**src/rtl/rst_seq.sv**
```systemverilog
// rst_seq: synchronised, ordered release of N_CH active-low resets after a hold-off.
// Define RST_SEQ_SWRST_EN to let i_swrst re-run the sequence without a board reset.
module rst_seq #(
    parameter int SYNC_STAGES = 2,
    parameter int N_CH        = 4,
    parameter int HOLD_CYC    = 16,
    parameter int GAP_CYC     = 4
) (
    input  logic            i_clk,
    input  logic            i_rstn,
    input  logic            i_swrst,
    output logic [N_CH-1:0] o_srstn,
    output logic            o_done
);
    typedef enum logic [2:0] {RESET, SYNC, HOLD, RELEASE, RUN} state_t;
    localparam int MAXC = HOLD_CYC > GAP_CYC ? HOLD_CYC : GAP_CYC;
    localparam int CW   = $clog2(MAXC + 1);
    localparam logic [CW-1:0] HOLD_M1 = CW'(HOLD_CYC - 1);
    localparam logic [CW-1:0] GAP_M1  = CW'(GAP_CYC - 1);
    logic [SYNC_STAGES-1:0] sync;
    state_t                 state, state_n;
    logic [CW-1:0]          cnt, cnt_n;
    logic [N_CH-1:0]        srstn_n, srstn_sh;
    logic                   done_n, stall;
    // Channels release strictly in order, so o_srstn is a thermometer code
    assign srstn_sh = N_CH'({o_srstn, 1'b1});
`ifdef RST_SEQ_SWRST_EN
    logic sw_q, sw_n;
    // The first low edge after a soft reset leaves the counter at 0
    assign stall = sw_q;
`else
    logic unused_swrst;
    assign unused_swrst = i_swrst;
    assign stall        = 1'b0;
`endif
    always_ff @(posedge i_clk or negedge i_rstn) begin
        if (!i_rstn) begin
            sync    <= '0;
            state   <= RESET;
            cnt     <= '0;
            o_srstn <= '0;
            o_done  <= 1'b0;
`ifdef RST_SEQ_SWRST_EN
            sw_q    <= 1'b0;
`endif
        end else begin
            sync    <= {sync[SYNC_STAGES-2:0], 1'b1};
            state   <= state_n;
            cnt     <= cnt_n;
            o_srstn <= srstn_n;
            o_done  <= done_n;
`ifdef RST_SEQ_SWRST_EN
            sw_q    <= sw_n;
`endif
        end
    end
    always_comb begin
        state_n = state;
        cnt_n   = cnt;
        srstn_n = o_srstn;
        done_n  = o_done;
        case (state)
            RESET: state_n = SYNC;
            SYNC: begin
                if (sync[SYNC_STAGES-1]) begin
                    state_n = HOLD;
                    cnt_n   = '0;
                end
            end
            HOLD, RELEASE: begin
                if (!stall) begin
                    cnt_n = cnt + CW'(1);
                    if (cnt == (state == HOLD ? HOLD_M1 : GAP_M1)) begin
                        cnt_n   = '0;
                        srstn_n = srstn_sh;
                        done_n  = srstn_sh[N_CH-1];
                        state_n = srstn_sh[N_CH-1] ? RUN : RELEASE;
                    end
                end
            end
            default: ;
        endcase
`ifdef RST_SEQ_SWRST_EN
        sw_n = 1'b0;
        if (i_swrst && (state == HOLD || state == RELEASE || state == RUN)) begin
            state_n = HOLD;
            cnt_n   = '0;
            srstn_n = '0;
            done_n  = 1'b0;
            sw_n    = 1'b1;
        end
`endif
    end
endmodule

```
**config.mk**
```make
export PLATFORM = sky130hd
export DESIGN_NAME = rst_seq
export DESIGN_NICKNAME = d
export VERILOG_FILES = /design/src/rtl/rst_seq.sv
export SDC_FILE = /design/constraint.sdc
export NUM_CORES = 1
export LEC_CHECK = 0
export BUFFER_PORTS_ARGS = -buffer_cell sky130_fd_sc_hd__buf_4
export CAP_MARGIN = 30
export CORE_MARGIN = 4
export CORE_UTILIZATION = 49
export DETAILED_ROUTE_END_ITERATION = 8
export PLACE_DENSITY_LB_ADDON = 0.25
export RECOVER_POWER = 50
export SYNTH_ARGS = -nofsm -noshare
export SYNTH_HDL_FRONTEND = slang
export SYNTH_SLANG_ARGS = --single-unit
```
**constraint.sdc**
```tcl
create_clock -name i_clk -period 1.49 [get_ports i_clk]
set_clock_uncertainty 0.2 [all_clocks]
set_input_delay 0.298 -clock i_clk [delete_from_list [all_inputs] [get_ports i_clk]]
set_output_delay 0.298 -clock i_clk [all_outputs]
set_load 0.1 [all_outputs]
```
==> metrics list, run 1 <==
- The multi-input combinational cells in the finished layout cover a total of about 370 um2.
- TritonCTS built the clock tree.
- At the worst endpoint, the arrival time is between 1.5 and 2 ns.
* Final setup slack of the worst path: -0.103 ns
* Worst-path cell chain: ha_4 -> and4bb_2 -> o21ai_4 -> mux2_4
* Slew Limit Headroom: between 50% and 60%
- Netlist area before placement: 712 um2
- At the placement stage, the worst setup path has a slack of -0.0987 ns.
- Summed over all layers, the routed wires come to between 1000 and 1500 um.
- At the later pin of the worst-skew pair, clock insertion delay measures between 0.2 and 0.3 ns.
* Number of hold-slack violations in the final timing report: 0
* Met3 demand-to-capacity share in global routing: just under 6%
- For the pin with the worst max-slew slack, the measured transition is ~0.72 ns.
* Placed wire-length estimate: between 1000 and 1500 um
* Number of input and output port buffers inserted: 6
- Worst Hold Class: flop to flop
* Placed cell count: between 80 and 90
- The total area inside the core boundary comes to between 1000 and 1500 um2.
- Vertical die dimension: about 46 um
- Library cell occupying the most area in the post-synthesis netlist: dfrtp_1
- After detailed routing, the average wire length per cell comes to between 15 and 20 um.
* Post-route non-filler standard cell count: between 90 and 100
- Slowest-stage cell, CP: dfrtp_1
* Category of the most critical setup path: flop to flop
- Worst hold path stage count: 0
- The flow ran to the end, but the final reports show violations.
* Biggest fanout along the worst timing path: 5
- Number of sinks handled by clock tree synthesis: 14
- The global routing stage identified its most utilized layer as met2.
* CP delay by family, top: flip-flops
* Fraction of final layout cells sized beyond drive strength 1: roughly half
- Stage delay of the slowest cell on the critical path: approximately 0.42 ns
- From synthesis to final layout, the design area changed by 34.6%.
* Final core utilization: 71.9%
- Die X: between 40 and 50 um
- The die covers about 2100 um2.
* Via density per instance: around 5.6
* Buffers and inverters on the worst path: 0
* First-pass GRT wire length: 2350 um
- The via count of the first global-routing pass came to 548.
- Pin count of the biggest net entering global routing: 15
- Ranking of synthesized cells by area: dfrtp_1, mux2_4, o21ai_0
* Post-synthesis register bit count: 14
- The netlist uses 32 different library cells.
- For this run, the number of Yosys warnings is 0.
- Clock-pin slew was measured on the worst setup and hold paths at about 0.080 ns.
* Initial antenna violation count: 0
- Category of the worst setup path capture point: flop
- The final reports fail on setup timing.
- The worst setup path is launched from a flop.
- In the synthesized netlist, the number of instances is just under 60.
- Maximum Capacitance Violations: 0
* Share of Yosys cell area claimed by the top area cell type: 49.2%
- Initial DRC Count: 7
- GRT Util Overall: 15.8%
* RePlAce Congestion: roughly 0.83
* Required @ worst endpoint: roughly 1.5 ns
* Number of max-slew violations in the final report: 0
- Before antenna repair, the detailed router went through 2 iterations.
- Fin nets: 85
- Final setup violation count: 5
* ANT nets after route: 0
* Final critical-path required period: 1.59 ns
- Clock tree synthesis inserted a total of 3 buffers.
- Summing all flip-flop and latch instances after layout gives roughly 350 um2.
- Summed over all failing endpoints, the final setup total negative slack is -0.353 ns.
- In the routed design, unresolved DRC markers number 0.
* FILL cells: 90
* Maximum root-to-sink buffer count: 2
- The root buffer cell chosen for the clock tree is clkbuf_4.
- H-tree levels: 1
- Logic depth of the worst path, buffers included: 4
- Global routing consumed, on the met1 layer, a little under a fifth of the routing resources.
- The number of nets handed over by synthesis was 62.
- Number of standard-cell rows in the floorplan: 13
- Depth of the worst register-to-register path: 4
* Via count of the routed design: between 500 and 600
- Total overflow reported by the global router: 0
- The library cell used most frequently in the layout, excluding fill and tap cells, is buf_4.
* RSZ-0062 raised after global routing: true
- In the layout the commonest cells are buf_4, dfrtp_1, inv_1, o21ai_0.
- For this run, global-route usage on met2 was measured as 25.0%.
- Top achievable clock speed: between 600 and 700 MHz
* Synthesized area per cell: between 10 and 15 um2
- Pin placement for this block handled 8 I/O pins.
- Effective utilization at floorplan: a little over half
- Final cycle utilization of the critical path: 107%
* Share of the yosys chip area belonging to registers: roughly half
- 0 antenna diodes ended up in the layout.
## synthesized netlist by cell type, drive strengths merged
master	n
o311ai	1
a31o	1
and3b	1
clkbuf	1
or3	1
o211ai	1
inv	4
nand4	1
conb	1
mux2	3
nand3	3
o41ai	1
a31oi	1
ha	1
nand2	2
o21ai	5
nand2b	3
and4bb	1
a2bb2oi	1
o31ai	2
a211oi	1
nor3b	2
a21oi	1
nor2b	1
nand4bb	1
and4b	1
o211a	1
buf	1
dfrtp	14
## cells by family (layout without fill, tap and decap cells)
kind of cell,after synthesis,count (layout),synth area share (%)
AND/OR/NAND/NOR,17,17,17.8
adder cells (fa/ha/maj),1,1,1.76
other,1,1,0.527
multiplexers,3,3,6.33
buffers and inverters,6,28,3.69
AO/OA/AOI/OAI,16,16,20.7
flip-flops,14,14,49.2
## stage by stage
step           cell area [um2]  hold slack [ns]
5_1_grt                    958            0.174
4_1_cts                    920            0.170
6_report                   958            0.162
2_1_floorplan              727           -0.198
3_5_place_dp               870          -0.0426
3_3_place_gp               870          -0.0446
## final cells by class
class	instances	share of cell area, %
Multi-Input combinational cell	38	38.8
Clock buffer	4	3.79
Tap cell	15	1.96
Sequential cell	14	36.8
Timing Repair Buffer	20	17.1
Inverter	4	1.57
## registers in the layout, indices dropped and copies added (netlist names)
signal,cells
sync,2
o_srstn,4
cnt,5
state,3
## layer usage
layer / part of all wire, % / routed length [um] / up-vias
li1: - / - / 258
met1: 45 / 642 / 263
met2: 50 / 713 / 6
met3: 3.7 / 53 / 5
met4: 1.7 / 25 / 0
met5: 0 / 0 / -
## worst paths after layout
check | slack [ns] | from | to
max in group asynchronous | 0.21 | i_rstn | o_srstn[2]
min in group asynchronous | 0.38 | i_rstn | cnt[3]
max reg2reg | -0.10 | cnt[1] | o_srstn[3]
min | 0.16 | sync[0] | sync[1]
min reg2reg | 0.16 | sync[0] | sync[1]
max | -0.10 | cnt[1] | o_srstn[3]
## timing repair
item / in CTS / in global routing
setup buffers: 0 / 1
resized for setup: 2 / 8
cloned: 0 / 0
endpoints found under the setup margin: 6 / 12
hold buffers: 1 / 0
endpoints found under the hold margin: 14 / 0
pin swaps: 0 / 2
Power of run 1 is left out: the tool's default activity adds up to more than one toggle a clock period on the data nets, which glitch-free logic cannot reach.
==> run 2: changes to the inputs <==
Settings changed: REMOVE_ABC_BUFFERS set to 1.
==> run 2 against run 1 <==
The flow still finishes with violations (setup timing). Design area down 1.7%. Maximum frequency is 1.5% higher. Largest cell class unchanged. Worst hold slack got worse by 0.0063 ns.
==> metrics list, run 2 (same netlist as run 1, synthesis figures left out) <==
- The run finished, with violations left.
- The checks that failed: setup timing.
* Endpoint of the worst hold-timing path: sync[1]
- In the layout the commonest cells are buf_4, dfrtp_1, inv_1.
- The floorplan step defined a core boundary enclosing around 1300 um2.
- The repair_antennas step left the layout with diodes totalling 0.
- The worst hold path passes through 0 cells.
- From synthesis to final layout, the design area changed by 32.3%.
* Sum of negative setup slack: -0.231 ns
* Initial antenna violation count: 0
- Worst EP arrival: about 1.5 ns
* Fin nets: 86
- In the global route stage, met2 resource usage came out at a little over a quarter.
* ANT nets after route: 0
- Registers with the most flip-flops: cnt: 5 flops, o_srstn: 4 flops, state: 3 flops
* Vertical die dimension: 46.1 um
- Post-route non-filler standard cell count: 95
* Category of the most critical setup path: flop to flop
- The number of pins with negative max-slew slack in the final report was 0.
* Top achievable clock speed: roughly 640 MHz
* Depth of the worst register-to-register path: 4
- Maximum Capacitance Violations: 0
- First-pass GRT wire length: about 2400 um
- In this run the number of H-tree levels came out at 1.
- The tree is rooted in a clkbuf_4.
- TritonCTS built the clock tree.
- RePlAce Congestion: between 0.7 and 0.8
- The final number of hold-violating endpoints came to 0.
- In this run, the number of DRC markers left after iteration 0 of detailed routing was 13.
- After clock tree synthesis, the clock-pin slew on the worst setup and hold paths is 0.07 ns.
- STA puts the critical path data required time at roughly 1.4 ns.
* Maximum root-to-sink buffer count: 2
- Number of global-route vias before repair: 535
- For the pin with the worst max-slew slack, the measured transition is 0.728 ns.
- Number of CTS-inserted buffers: 3
- Die area: ~2100 um2
* Startpoint Class: flop
- The startpoint identified for the worst register-to-register timing path is cnt[1].
- Met3 demand-to-capacity share in global routing: 6.25%
- The die is approximately 46 um wide.
- Of the available clock period, the critical path in the final layout requires 105%.
* Via density per instance: 5.56
* Fraction of final layout cells sized beyond drive strength 1: between 40% and 50%
* Pre-Repair DR Iteration Count: 4
- Number of remaining DRC errors: 0
- The later pin in the worst-skew pair is clocked with a latency of about 0.27 ns.
- STA classifies the critical path endpoint as a flop.
* Pin count of the biggest net entering global routing: 15
- Worst Hold Class: flop to flop
- Reg2reg end: o_srstn[1]
- The floorplan has 13 rows.
- Final setup slack of the worst path: -0.0797 ns
- Total overflow reported by the global router: 0
- The startpoint identified for the worst hold timing path is sync[0].
- Busiest metal layer after global routing: met2
- In this run the count of I/O pins placed on the die edge is 8.
- Across all layers, the routed design uses around 530 vias.
* Final critical-path required period: 1.57 ns
- The library cell used most frequently in the layout, excluding fill and tap cells, is buf_4.
- Of all nets on the critical path, the largest fanout is 5.
- Once detailed placement completed, the half-perimeter wirelength came to between 1000 and 1500 um.
* GRT met1 Usage: between 10% and 20%
- Flip-flop count of the largest register after layout: 5
* Slew Limit Headroom: 51.5%
- In this run, placement finished with an instance count of around 90.
- After detailed routing, the average wire length per cell comes to between 15 and 20 um.
- The initial utilization of the core area, before any placement, comes to about 53%.
- Setup repair after global routing could not meet its margin everywhere.
- Final setup violation count: 5
* Detailed Route WL: 1470 um
- Counting flops per register, the top entry is cnt.
* Number of input and output port buffers inserted: 6
- GRT Util Overall: 15.9%
* Internal reg-to-reg setup slack: -0.08 ns
* Number of sinks handled by clock tree synthesis: 14
==> run 2: per-stage QoR <==
step | utilization (%) | setup WS (ns) | hold slack [ns] | instance area [um2]
2_1_floorplan | - | -0.599 | -0.198 | 701
3_3_place_gp | 63.5 | -0.107 | -0.0442 | 847
3_5_place_dp | 63.5 | -0.125 | -0.0442 | 847
4_1_cts | 67.7 | -0.0761 | 0.163 | 903
5_1_grt | 70.6 | -0.116 | 0.172 | 942
6_report | 70.6 | -0.0797 | 0.156 | 942
==> run 2: cell type report <==
type	count	area (um2)
tap	15	18.8
timing repair buffer	21	175
inverter	4	15.0
multi-input combinational	38	359
sequential	14	352
fill	117	392
clock buffer	3	22.5
==> run 2: routing by layer <==
metal	vias up	part of all wire, %
li1	261	-
met1	261	46
met2	6	50
met3	0	3.3
met4	0	0
met5	-	0
==> run 2: worst max-delay path by stage <==
| stage | to | slack [ns] | from | cells after the start |
|---|---|---|---|---|
| 2_1_floorplan | o_srstn[3] | -0.60 | o_srstn[3] | 1 |
| 3_3_place_gp | state[0] | -0.11 | cnt[0] | 5 |
| 3_5_place_dp | state[0] | -0.12 | cnt[0] | 5 |
| 4_1_cts | o_srstn[1] | -0.08 | cnt[1] | 4 |
| 5_1_grt | o_srstn[1] | -0.12 | cnt[1] | 4 |
| 6_report | o_srstn[1] | -0.08 | cnt[1] | 4 |
==> run 2: critical path, stage by stage, from the launching register on <==
cell and delay, ns:
dfrtp_1 0.38, ha_2 0.19, and4bb_1 0.23, o21ai_4 0.12
mux2_4 0.32
==> run 2: repair_timing <==
item                                    CTS  global route
hold endpoints to repair                 14             0
endpoints found under the setup margin    7            15
buffers inserted                          1             2
gates resized for setup                   6             7
hold buffers                              1             0
pin swaps                                 2             1
Power of run 2 is left out for the same reason.
==> run 3: changes to the inputs <==
==> constraint.sdc (replaced) <==
create_clock -name i_clk -period 1.49 [get_ports i_clk]
set_clock_uncertainty 0.2 [all_clocks]
set_input_delay 0.0745 -clock i_clk [delete_from_list [all_inputs] [get_ports i_clk]]
set_output_delay 0.0745 -clock i_clk [all_outputs]
set_load 0.1 [all_outputs]
==> run 3 against run 2 <==
Non-clock buffer count stayed put. Wire length is 0.81% lower. Maximum frequency is 0.85% higher. The run still ends with setup timing left.
==> metrics list, run 3 (same netlist as run 1, synthesis figures left out) <==
- Result of the run: finished with violations
- The final reports fail on setup timing.
* Number of sinks handled by clock tree synthesis: 14
- Placed wire-length estimate: approximately 1000 um
* Drt wl/cell: approximately 15 um
* Detailed Route WL: 1460 um
- For this run, design rule violations remaining after detail routing come to 0.
- Number of standard-cell rows in the floorplan: 13
* Fin nets: 86
- For this run, the slowest stage of the critical path takes 0.39 ns.
* Source of the critical timing path: cnt[1]
- The slowest stage of the critical path is the dfrtp_1 cell.
- Layout overhead on the synthesized area: 35.0%
- Setup repair after global routing could not meet its margin everywhere.
- Pin count of the biggest net entering global routing: 15
- Internal reg-to-reg setup slack: -0.07 ns
- Final Cell Area: 961 um2
- Vertical die dimension: 46.1 um
- Register name with the most flops: cnt
- The largest registers in the layout are cnt: 5 flops, o_srstn: 4 flops, state: 3 flops.
- Biggest fanout along the worst timing path: 4
* Final setup slack of the worst path: -0.0664 ns
- Depth of the worst register-to-register path: 4
* Worst Hold Class: flop to flop
* Fraction of final layout cells sized beyond drive strength 1: 52.5%
- Core area: 1330 um2
* Number of diodes added for antenna fixing: 0
- Clock-pin slew was measured on the worst setup and hold paths at roughly 0.070 ns.
- 8 I/O pins were placed.
* Required @ worst endpoint: around 1.5 ns
- Flip-flop count of the largest register after layout: 5
* Total overflow reported by the global router: 0
- TritonCTS built the clock tree.
- RePlAce Congestion: about 0.89
* Most frequent standard cell in the layout excluding fill and tap cells: buf_4
- The number of antenna violations at the first check in global routing is 0.
- Pre-Repair DR Iteration Count: 4
- The top cell types in the final layout, fill and taps aside, are buf_4, dfrtp_1, inv_1.
- The die is roughly 46 um wide.
- Final setup violation count: 4
* First-pass GRT wire length: ~2300 um
* ANT nets after route: 0
- The final number of hold-violating endpoints is 0.
- H-tree levels: 1
* Post-route non-filler standard cell count: 95
- Reg2reg end: o_srstn[1]
- Maximum Capacitance Violations: 0
- Dividing the detail-routed via count by the number of cells gives between 5 and 6.
* Clock root buffer: clkbuf_4
- The startpoint identified for the worst register-to-register timing path is cnt[1].
* Category of the most critical setup path: flop to flop
* Maximum root-to-sink buffer count: 2
- GRT Util Overall: between 10% and 20%
* Initial DRC Count: 8
* Final critical-path required period: 1.56 ns
* Worst EP arrival: ~1.5 ns
- Category of the worst setup path capture point: flop
* Number of input and output port buffers inserted: 6
* Placed cell count: 89
- Clk_lat worst skew: approximately 0.28 ns
- Startpoint Class: flop
- For this configuration, the core starts out at a cell density of about 53%.
- The via count of the first global-routing pass is 521.
- The startpoint identified for the worst hold timing path is sync[0].
* Worst-path cell chain: ha_2 -> and4bb_2 -> o21ai_4 -> mux2_4
- The final critical path takes up 104% of the cycle.
- Timing endpoint of the critical path: o_srstn[1]
- The number of pins with negative max-slew slack in the final report came to 0.
* Top achievable clock speed: 642 MHz
- Detailed routing inserted a total of 540 vias.
* Placed instance area: between 800 and 900 um2
- The die covers 2130 um2.
- In this run, CTS created clock tree buffers numbering 3.
[run 3: cell types whose count changed in the layout (fill, tap and decap cells not counted), sizes merged]
cell,previous run,this run
dlygate4sd3,1,2
buf,19,18
[run 3: how the worst min path moves through the flow]
| stage | end | slack (ns) | cells past startpoint |
|---|---|---|---|
| 6_report | sync[1] | 0.16 | 0 |
| 4_1_cts | sync[1] | 0.17 | 0 |
| 3_5_place_dp | cnt[2] | -0.27 | 1 |
| 3_3_place_gp | cnt[3] | -0.27 | 1 |
| 5_1_grt | sync[1] | 0.17 | 0 |
| 2_1_floorplan | cnt[0] | -0.42 | 0 |
[run 3: repair_timing]
action | CTS | global route
pin swaps | 1 | 3
resized for setup | 4 | 10
hold buffers | 2 | 1
cloned | 0 | 0
setup buffers | 1 | 1
endpoints found under the setup margin | 4 | 25
endpoints found under the hold margin | 14 | 14
[run 3: final cells by class]
type / instances / area (um2)
Sequential cell: 14 / 350
Inverter: 4 / 15.0
Fill cell: 100 / 373
Clock buffer: 3 / 22.5
Tap cell: 15 / 18.8
Timing Repair Buffer: 21 / 160
Multi-Input combinational cell: 38 / 394
[run 3: through the flow]
stage                     setup slack [ns]  utilization, %  hold WS (ns)  TNS, ns
final                              -0.0664            72.0         0.158   -0.220
after CTS                          -0.0546            68.8         0.165   -0.431
after global routing                -0.114            72.0         0.172   -0.516
after floorplan                     -0.599               -        -0.421    -1.50
after global placement             -0.0774            64.1        -0.269   -0.266
after detailed placement           -0.0950            64.1        -0.268   -0.328
[run 3: layer usage]
| metal | track usage [%] | vias up | part of all wire (%) |
|---|---|---|---|
| li1 | - | 259 | - |
| met3 | 7.03 | 3 | 3.6 |
| met4 | 3.41 | 0 | 0.96 |
| met2 | 24.5 | 5 | 47 |
| met1 | 20.0 | 273 | 48 |
| met5 | 0 | - | 0 |
[run 3: critical path, delay by kind of cell (launching register included)]
family          cells  cell delay [ns]
flops               1             0.39
simple gates        1             0.25
mux                 1             0.32
compound gates      1             0.10
fa+ha+maj           1             0.19
Power of run 3 is left out for the same reason.
